<file path="src/rtl/link_rx_deframer.sv">
// link_rx_deframer
//   Receive-side deframer for the 9-bit chip-to-platform result link.
//   The toggle strobe is synchronised into clk. Each level change captures
//   rx_byte. BYTES_PER_FRAME bytes are assembled MSB-byte-first into one
//   result word, which is presented with a one-cycle result_valid pulse.
//
// Optional feature macro: LINK_RX_TIMEOUT_EN
//   defined   : a partial frame idle for TIMEOUT_CYCLES is discarded,
//               pulsing frame_err and bumping err_cnt (saturating).
//   undefined : no timeout; frame_err and err_cnt are tied to 0.
//
// Ports
//   clk          platform clock
//   rst_n        synchronous active-low reset
//   rx_shake     toggle strobe from the chip (asynchronous)
//   rx_byte      byte lines, held stable by the sender around each toggle
//   result_data  last complete word, first byte in the top 8 bits
//   result_valid one-cycle pulse when result_data is new
//   busy         high while a frame is partially received
//   frame_err    one-cycle pulse when a stalled frame is discarded
//   frame_cnt    completed frames (wrapping)
//   err_cnt      discarded frames (saturating)
module link_rx_deframer #(
    parameter int BYTES_PER_FRAME = 16,
    parameter int SYNC_STAGES     = 2,
    parameter int TIMEOUT_CYCLES  = 50000
) (
    input  logic                         clk,
    input  logic                         rst_n,
    input  logic                         rx_shake,
    input  logic [7:0]                   rx_byte,
    output logic [8*BYTES_PER_FRAME-1:0] result_data,
    output logic                         result_valid,
    output logic                         busy,
    output logic                         frame_err,
    output logic [31:0]                  frame_cnt,
    output logic [15:0]                  err_cnt
);
    localparam int DATA_W = 8 * BYTES_PER_FRAME;
    localparam int BCNT_W = $clog2(BYTES_PER_FRAME + 1);
    localparam int ARM_W  = $clog2(SYNC_STAGES + 1);
    localparam logic [BCNT_W-1:0] LAST_BYTE = BCNT_W'(BYTES_PER_FRAME - 1);
    localparam logic [ARM_W-1:0]  ARM_LAST  = ARM_W'(SYNC_STAGES);

    // Elaboration-time guard on parameter minimums.
    if (SYNC_STAGES < 2 || TIMEOUT_CYCLES < 2 || BYTES_PER_FRAME < 1) begin : g_param_check
        $error("link_rx_deframer: parameter below minimum");
    end

    typedef enum logic [0:0] {
        ST_IDLE = 1'b0,
        ST_RECV = 1'b1
    } state_t;

    state_t                   state_r;
    state_t                   state_next_s;
    logic [SYNC_STAGES-1:0]   sync_r;
    logic                     prev_r;
    logic [ARM_W-1:0]         arm_cnt_r;
    logic                     armed_r;
    logic                     edge_s;
    logic [BCNT_W-1:0]        byte_cnt_r;
    logic [DATA_W-1:0]        asm_r;
    logic [DATA_W-1:0]        asm_next_s;
    logic                     capture_s;
    logic                     complete_s;
    logic                     timeout_s;
    logic                     tmo_hit_s;
    logic [DATA_W-1:0]        result_data_r;
    logic                     result_valid_r;
    logic                     busy_r;
    logic [31:0]              frame_cnt_r;

`ifdef LINK_RX_TIMEOUT_EN
    localparam int TMO_W = $clog2(TIMEOUT_CYCLES);
    localparam logic [TMO_W-1:0] TMO_LAST = TMO_W'(TIMEOUT_CYCLES - 1);
    logic [TMO_W-1:0] tmo_cnt_r;
    logic             frame_err_r;
    logic [15:0]      err_cnt_r;
    // Terminal count reached: TIMEOUT_CYCLES edges since the last capture.
    assign tmo_hit_s = (tmo_cnt_r == TMO_LAST);
    assign frame_err = frame_err_r;
    assign err_cnt   = err_cnt_r;
`else
    assign tmo_hit_s = 1'b0;
    assign frame_err = 1'b0;
    assign err_cnt   = 16'h0000;
`endif

    // The arming mask hides the apparent level change while the
    // synchroniser fills from its reset value after reset.
    assign edge_s     = armed_r & (sync_r[SYNC_STAGES-1] ^ prev_r);
    assign asm_next_s = (asm_r << 8'd8) | DATA_W'(rx_byte);

    assign result_data  = result_data_r;
    assign result_valid = result_valid_r;
    assign busy         = busy_r;
    assign frame_cnt    = frame_cnt_r;

    // FSM state register.
    always_ff @(posedge clk) begin
        if (!rst_n) begin
            state_r <= ST_IDLE;
        end else begin
            state_r <= state_next_s;
        end
    end

    // FSM next state and per-cycle capture/complete/timeout decisions.
    // An edge in the timeout-terminal cycle takes priority over the timeout.
    always_comb begin
        state_next_s = state_r;
        capture_s    = 1'b0;
        complete_s   = 1'b0;
        timeout_s    = 1'b0;
        case (state_r)
            ST_IDLE: begin
                if (edge_s) begin
                    capture_s = 1'b1;
                    if (byte_cnt_r == LAST_BYTE) begin
                        complete_s   = 1'b1;
                        state_next_s = ST_IDLE;
                    end else begin
                        state_next_s = ST_RECV;
                    end
                end else begin
                    state_next_s = ST_IDLE;
                end
            end
            ST_RECV: begin
                if (edge_s) begin
                    capture_s = 1'b1;
                    if (byte_cnt_r == LAST_BYTE) begin
                        complete_s   = 1'b1;
                        state_next_s = ST_IDLE;
                    end else begin
                        state_next_s = ST_RECV;
                    end
                end else if (tmo_hit_s) begin
                    timeout_s    = 1'b1;
                    state_next_s = ST_IDLE;
                end else begin
                    state_next_s = ST_RECV;
                end
            end
            default: begin
                state_next_s = ST_IDLE;
            end
        endcase
    end

    // Synchroniser, arming, byte assembly and result/frame counter registers.
    always_ff @(posedge clk) begin
        if (!rst_n) begin
            sync_r         <= {SYNC_STAGES{1'b0}};
            prev_r         <= 1'b0;
            arm_cnt_r      <= {ARM_W{1'b0}};
            armed_r        <= 1'b0;
            byte_cnt_r     <= {BCNT_W{1'b0}};
            asm_r          <= {DATA_W{1'b0}};
            result_data_r  <= {DATA_W{1'b0}};
            result_valid_r <= 1'b0;
            busy_r         <= 1'b0;
            frame_cnt_r    <= 32'd0;
        end else begin
            sync_r  <= {sync_r[SYNC_STAGES-2:0], rx_shake};
            prev_r  <= sync_r[SYNC_STAGES-1];
            if (arm_cnt_r != ARM_LAST) begin
                arm_cnt_r <= arm_cnt_r + ARM_W'(1);
            end
            armed_r <= armed_r | (arm_cnt_r == ARM_LAST);

            if (complete_s || timeout_s) begin
                asm_r      <= {DATA_W{1'b0}};
                byte_cnt_r <= {BCNT_W{1'b0}};
            end else if (capture_s) begin
                asm_r      <= asm_next_s;
                byte_cnt_r <= byte_cnt_r + BCNT_W'(1);
            end

            result_valid_r <= complete_s;
            if (complete_s) begin
                result_data_r <= asm_next_s;
                frame_cnt_r   <= frame_cnt_r + 32'd1;
            end
            busy_r <= (state_next_s == ST_RECV);
        end
    end

`ifdef LINK_RX_TIMEOUT_EN
    // Inter-byte idle counter plus discard pulse and saturating error count.
    always_ff @(posedge clk) begin
        if (!rst_n) begin
            tmo_cnt_r   <= {TMO_W{1'b0}};
            frame_err_r <= 1'b0;
            err_cnt_r   <= 16'h0000;
        end else begin
            if (state_r == ST_RECV && !edge_s && !timeout_s) begin
                tmo_cnt_r <= tmo_cnt_r + TMO_W'(1);
            end else begin
                tmo_cnt_r <= {TMO_W{1'b0}};
            end
            frame_err_r <= timeout_s;
            if (timeout_s && err_cnt_r != 16'hFFFF) begin
                err_cnt_r <= err_cnt_r + 16'd1;
            end
        end
    end
`endif

endmodule

</file>
<file path="config.mk">
export PLATFORM = sky130hd
export DESIGN_NAME = link_rx_deframer
export DESIGN_NICKNAME = d
export VERILOG_FILES = /design/src/rtl/link_rx_deframer.sv
export SDC_FILE = /design/constraint.sdc
export NUM_CORES = 1
export LEC_CHECK = 0
export ABC_CLOCK_PERIOD_IN_PS = 2900
export CAP_MARGIN = 30
export CORE_MARGIN = 5
export CORE_UTILIZATION = 52
export DETAILED_ROUTE_END_ITERATION = 7
export HOLD_SLACK_MARGIN = 0.12
export PLACE_DENSITY = 0.79
export SLEW_MARGIN = 15
export SYNTH_ARGS = -nofsm -noshare
export SYNTH_HDL_FRONTEND = slang
export SYNTH_SLANG_ARGS = --single-unit
</file>
<file path="constraint.sdc">
create_clock -name clk -period 2.9 [get_ports clk]
set_input_delay 0.87 -clock clk [delete_from_list [all_inputs] [get_ports clk]]
set_output_delay 0.87 -clock clk [all_outputs]
set_load 0.05 [all_outputs]
</file>
# Word-level counts from Yosys, hierarchy flattened
# Index checks and enable logic that the tools add are counted.
[totals] register_bits=293 output_inout_bits=179 wordCells=30
[classes] n_addsub=3 eq_ne=3 mux=7 bitwise=6 reduce_logical=1
[ops] cell="128-bit by 8-bit OR with 128-bit output" n=1
[ops] cell="32-bit by 1-bit adder with 32-bit output, second input constant" n=1
[ops] cell="1-bit 2-to-1 mux" n=6
[ops] cell="5-bit by 1-bit adder with 5-bit output, second input constant" n=1
[ops] cell="5-bit by 4-bit == test with 1-bit output, second input constant" n=1
[ops] cell="2-bit by 1-bit adder with 2-bit output, second input constant" n=1
[ops] cell="2-bit == test, second input constant" n=1
[ops] cell="2-bit != test, second input constant" n=1
[ops] cell="1-bit inverter" n=2
[ops] cell="1-bit case mux with 2 select lines" n=1
[ops] cell="2-bit OR reduction" n=1
[ops] cell="1-bit bitwise AND" n=1
[ops] cell="1-bit OR" n=1
[ops] cell="1-bit XOR" n=1

# Longest topological paths before layout
[depth] word_depth=4 depth_mapped=9 depth_no_buf=7

# Worst setup path after synthesis
# Ideal clock, no wire load.
[synth_path] kind="register to register" startpoint="register frame_cnt_r[15] (netlist: frame_cnt[15])" endpoint="register frame_cnt_r[31] (netlist: frame_cnt[31])" setup_ns=0.070 t_arrival_ns=2.201 required_ns=2.830 path_slack_ns=0.629 path_stages_with_launch=6 period_less_slack_ns=2.271 cell_sequence="dfxtp_1 > nand4_1 > or4_1 > clkbuf_1 > or4_1 > a21oi_1"
[synth_via] elab_chain_len=1
[synth_rtl] element="from (decl)" line_no="72" source="logic [31:0] frame_cnt_r;"
[synth_rtl] element="from (signal assigned)" line_no="184" source="frame_cnt_r <= frame_cnt_r + 32'd1;"
[synth_rtl] element="32-bit by 1-bit adder with 32-bit output" line_no="184"
# No other way between the ends.
# A chain may end at the register's enable or synchronous reset.

# Worst setup path in the final report
[layout_path] startpoint="register frame_cnt_r[0] (netlist: frame_cnt[0])" endpoint="output frame_cnt[0]"
[layout_lines] element="to (decl)" line_no="36" source="output logic [31:0] frame_cnt,"
# No word-level cell between the ends.

==> impl_metrics.toml <==
[sta]
worst_slew_pin_slew_ns = 0.723
final.period_utilization_pct = 95.3
tns_ns = 0
period_needed_ns = 2.76
hold_viol = 0
fin_skew_ns = 0.0171
slew_headroom_pct = 51.8
drv_slew = 0
clock.fmax_mhz = 362
finalSetupViolations = 0
rsz0062_at_grt = "no"

[grt]
grt_pass1_vias = 8624
track_usage_pct = 21.5
antenna_found_initial = 0
overflow = 0
grt_max_degree = 118
grt_pass1_wl_mm = 43.4

[setup_path]
cp_top_family = "buffers and inverters"
cp.depth = 1
startpoint = "frame_cnt[0]$_SDFFE_PN0P_"
cpMaxStageDelayCell = "clkdlybuf4s50_1"
critPathLaunchType = "flip-flop"
worstPathCellList = "clkdlybuf4s50_1"
rrSetupSlack_ns = 0.49
worstPathMaxFanout = 7
critical_path_class = "reg -> out"
crit_path_end_kind = "output pin"
worstReg2RegStart = "byte_cnt_r[0]$_SDFFE_PP0P_"
slowest_delay_ns = 0.87
worstPathArrival_ns = 1.89
reg2regPathDepth = 7
rr_endpoint = "frame_cnt[21]$_SDFFE_PN0P_"
crit_path_end = "frame_cnt[0]"
path_buf_inv = 1
cp_data_required_time_ns = 2.03

[min_path]
holdCritPathClass = "reg -> reg"

[placement]
placed_cell_area_um2 = 12500
io_buffers = 172
dpl.hpwl_mm = 16.8
globalplace.congestion = 0.842

[drt]
dr.pass1.iters = 5
detail_route.iter0.violations = 719
drc = 0
ant_nets = 0
wirelength_mm = 26.5
vias = 9271
vias_per_cell = 5.28
wl_per_cell_um = 15.1

[die]
coreArea_um2 = 20200
die-width_um = 153
die_area_um2 = 23400
die_h_um = 153
io-pin-count = 190
rows = 52
initial_core_util_pct = 52.6

[cts]
clockRootBuffer = "clkbuf_16"
cts_tree = "done"
cts_resized = 0
path_clk_slew_ns = 0.06
clk_latency_ns = 0.53
hold_buffers = 0
cts_made_buffers = 29
clockBufferDepth = 3
htree_num_levels = 1
cts_sinks = 293
postCtsSetupRepairBufs = 0

[power_and_ir_drop]
power.density_nw_per_um2 = 616
combPwrFrac_pct = 3.6
p_int_mw = 6.59
swShare_pct = 21.0
switchingPower_mw = 1.76
clkPwrFrac_pct = 47.5
total_power_mw = 8.35
power_frac_seq_pct = 48.9
leakagePower_nw = 4.36
irDropWorstVdd_v = 0.000500

[cells_and_area]
seqCellArea_um2 = 5870
final_area_um2 = 13500
fillers = 1681
num_antenna_cells = 0
syn_to_final_growth_pct = 27.6
multi_input_area_um2 = 4330
nets = 1480
drive_gt1_share_pct = 4.58

[logic_synthesis]
synthCells = 1338
seq_area_frac_synth_pct = 55.3
synth_warnings = 0
ys.flop_type = "dfxtp_1"
ys_seq_elements = 293
synth.distinct_cells = 33
synth_edf_count = 0
synthArstFlopShare_pct = 0
syn_area_per_cell_um2 = 7.93
synth_area_um2 = 10600

[run]
cap_viol_max_count = 0

[run_status]
status = "complete, no violations"
## area by class of cell
class | count | share of cell area, %
clock inverter | 8 | 1.27
inverter | 8 | 0.240
timing repair buffer | 188 | 14.4
tap | 270 | 2.49
sequential | 293 | 43.3
clock buffer | 45 | 6.32
multi-input combinational | 944 | 31.9
## worst min-delay path by stage
stage                            startpoint                            to  slack [ns]  cells past startpoint
6_report               sync_r[0]$_SDFF_PN0_          sync_r[1]$_SDFF_PN0_        0.45                      1
5_1_grt        result_data[59]$_SDFFE_PN0P_  result_data[59]$_SDFFE_PN0P_        0.47                      2
4_1_cts                sync_r[0]$_SDFF_PN0_          sync_r[1]$_SDFF_PN0_        0.45                      1
3_5_place_dp           sync_r[0]$_SDFF_PN0_          sync_r[1]$_SDFF_PN0_        0.43                      1
3_3_place_gp           sync_r[0]$_SDFF_PN0_          sync_r[1]$_SDFF_PN0_        0.42                      1
2_1_floorplan          sync_r[0]$_SDFF_PN0_          sync_r[1]$_SDFF_PN0_        0.41                      1
## power by group through the flow
stage	clock, mW	combinational, mW	sequential [mW]
final	3.97	0.302	4.08
after global routing	4.22	0.330	4.08
after CTS	4.03	0.304	4.08
after detailed placement	0	0.303	4.17
after global placement	0	0.297	4.17
after floorplan	0	0.243	4.15
## through the flow
stage | utilization [%] | setup WS [ns] | hold WS, ns | std cells
floorplan | - | 0.629 | 0.412 | 1354
global placement | 62.1 | 0.539 | 0.416 | 1703
detailed placement | 62.1 | 0.497 | 0.432 | 1703
CTS | 67.2 | 0.121 | 0.450 | 1756
global route | 67.2 | 0.0906 | 0.469 | 1756
finish | 67.2 | 0.135 | 0.446 | 1756
## placed cells by master, fill, tap and decap left out, types with 2 or more instances in the layout
master           count
nand2_4              2
a21oi_1            270
nand4_1             10
buf_12               9
dfxtp_1            293
clkbuf_16           29
bufinv_16            5
clkbuf_1             9
clkdlybuf4s50_1    172
buf_4                7
xnor2_1              6
xor2_1               7
mux2i_1              5
nand2b_1             5
conb_1              17
nor2_1              19
o31ai_1             14
ha_1                 5
nand2_1            515
inv_1                7
clkbuf_8             7
or3_1                5
and2_1               3
or4_1               17
nand3_1             15
and4_1               3
clkinv_4             2
nor3_1               2
and3_1               5
nor4_1               6
o21ai_0              5
## synth_stat cells, types with 6 or more instances
library cell	number	area share, %
nand4_1	10	0.59
buf_4	17	1.2
nor2_1	20	0.71
o31ai_1	14	0.99
dfxtp_1	293	55
nor4_1	6	0.35
nand3_1	16	0.75
buf_2	8	0.38
or4_1	17	1.2
xor2_1	7	0.58
xnor2_1	6	0.49
clkbuf_1	80	2.8
nand2_1	517	18
a21oi_1	270	13
inv_1	7	0.25
## kinds of logic after synthesis
kind of cell / synth area share, %
xor gates and xnor gates: 1.07
adders and majority gates: 0.589
other: 0.0353
buffers and inverters: 4.90
AOI/OAI and AO/OA: 14.0
DFF: 55.3
muxes: 0.471
and+or+nand+nor: 23.7
## sequential cells by signal, indices dropped and copies added, names as in the netlist, named ones only
| name | cells |
|---|---|
| armed_r | 1 |
| asm_r | 120 |
| result_valid | 1 |
| result_data | 128 |
| frame_cnt | 32 |
| byte_cnt_r | 5 |
| arm_cnt_r | 2 |
| sync_r | 2 |
| prev_r | 1 |
## per-layer routing
layer	global-route usage (%)	share of wire [%]	routed length, um
met5	0	0	0
met4	5.90	2.6	682
met3	3.70	5.7	1500
met2	36.2	49	13000
met1	28.8	43	11300
No activity file was read; power rests on OpenSTA's default activity.
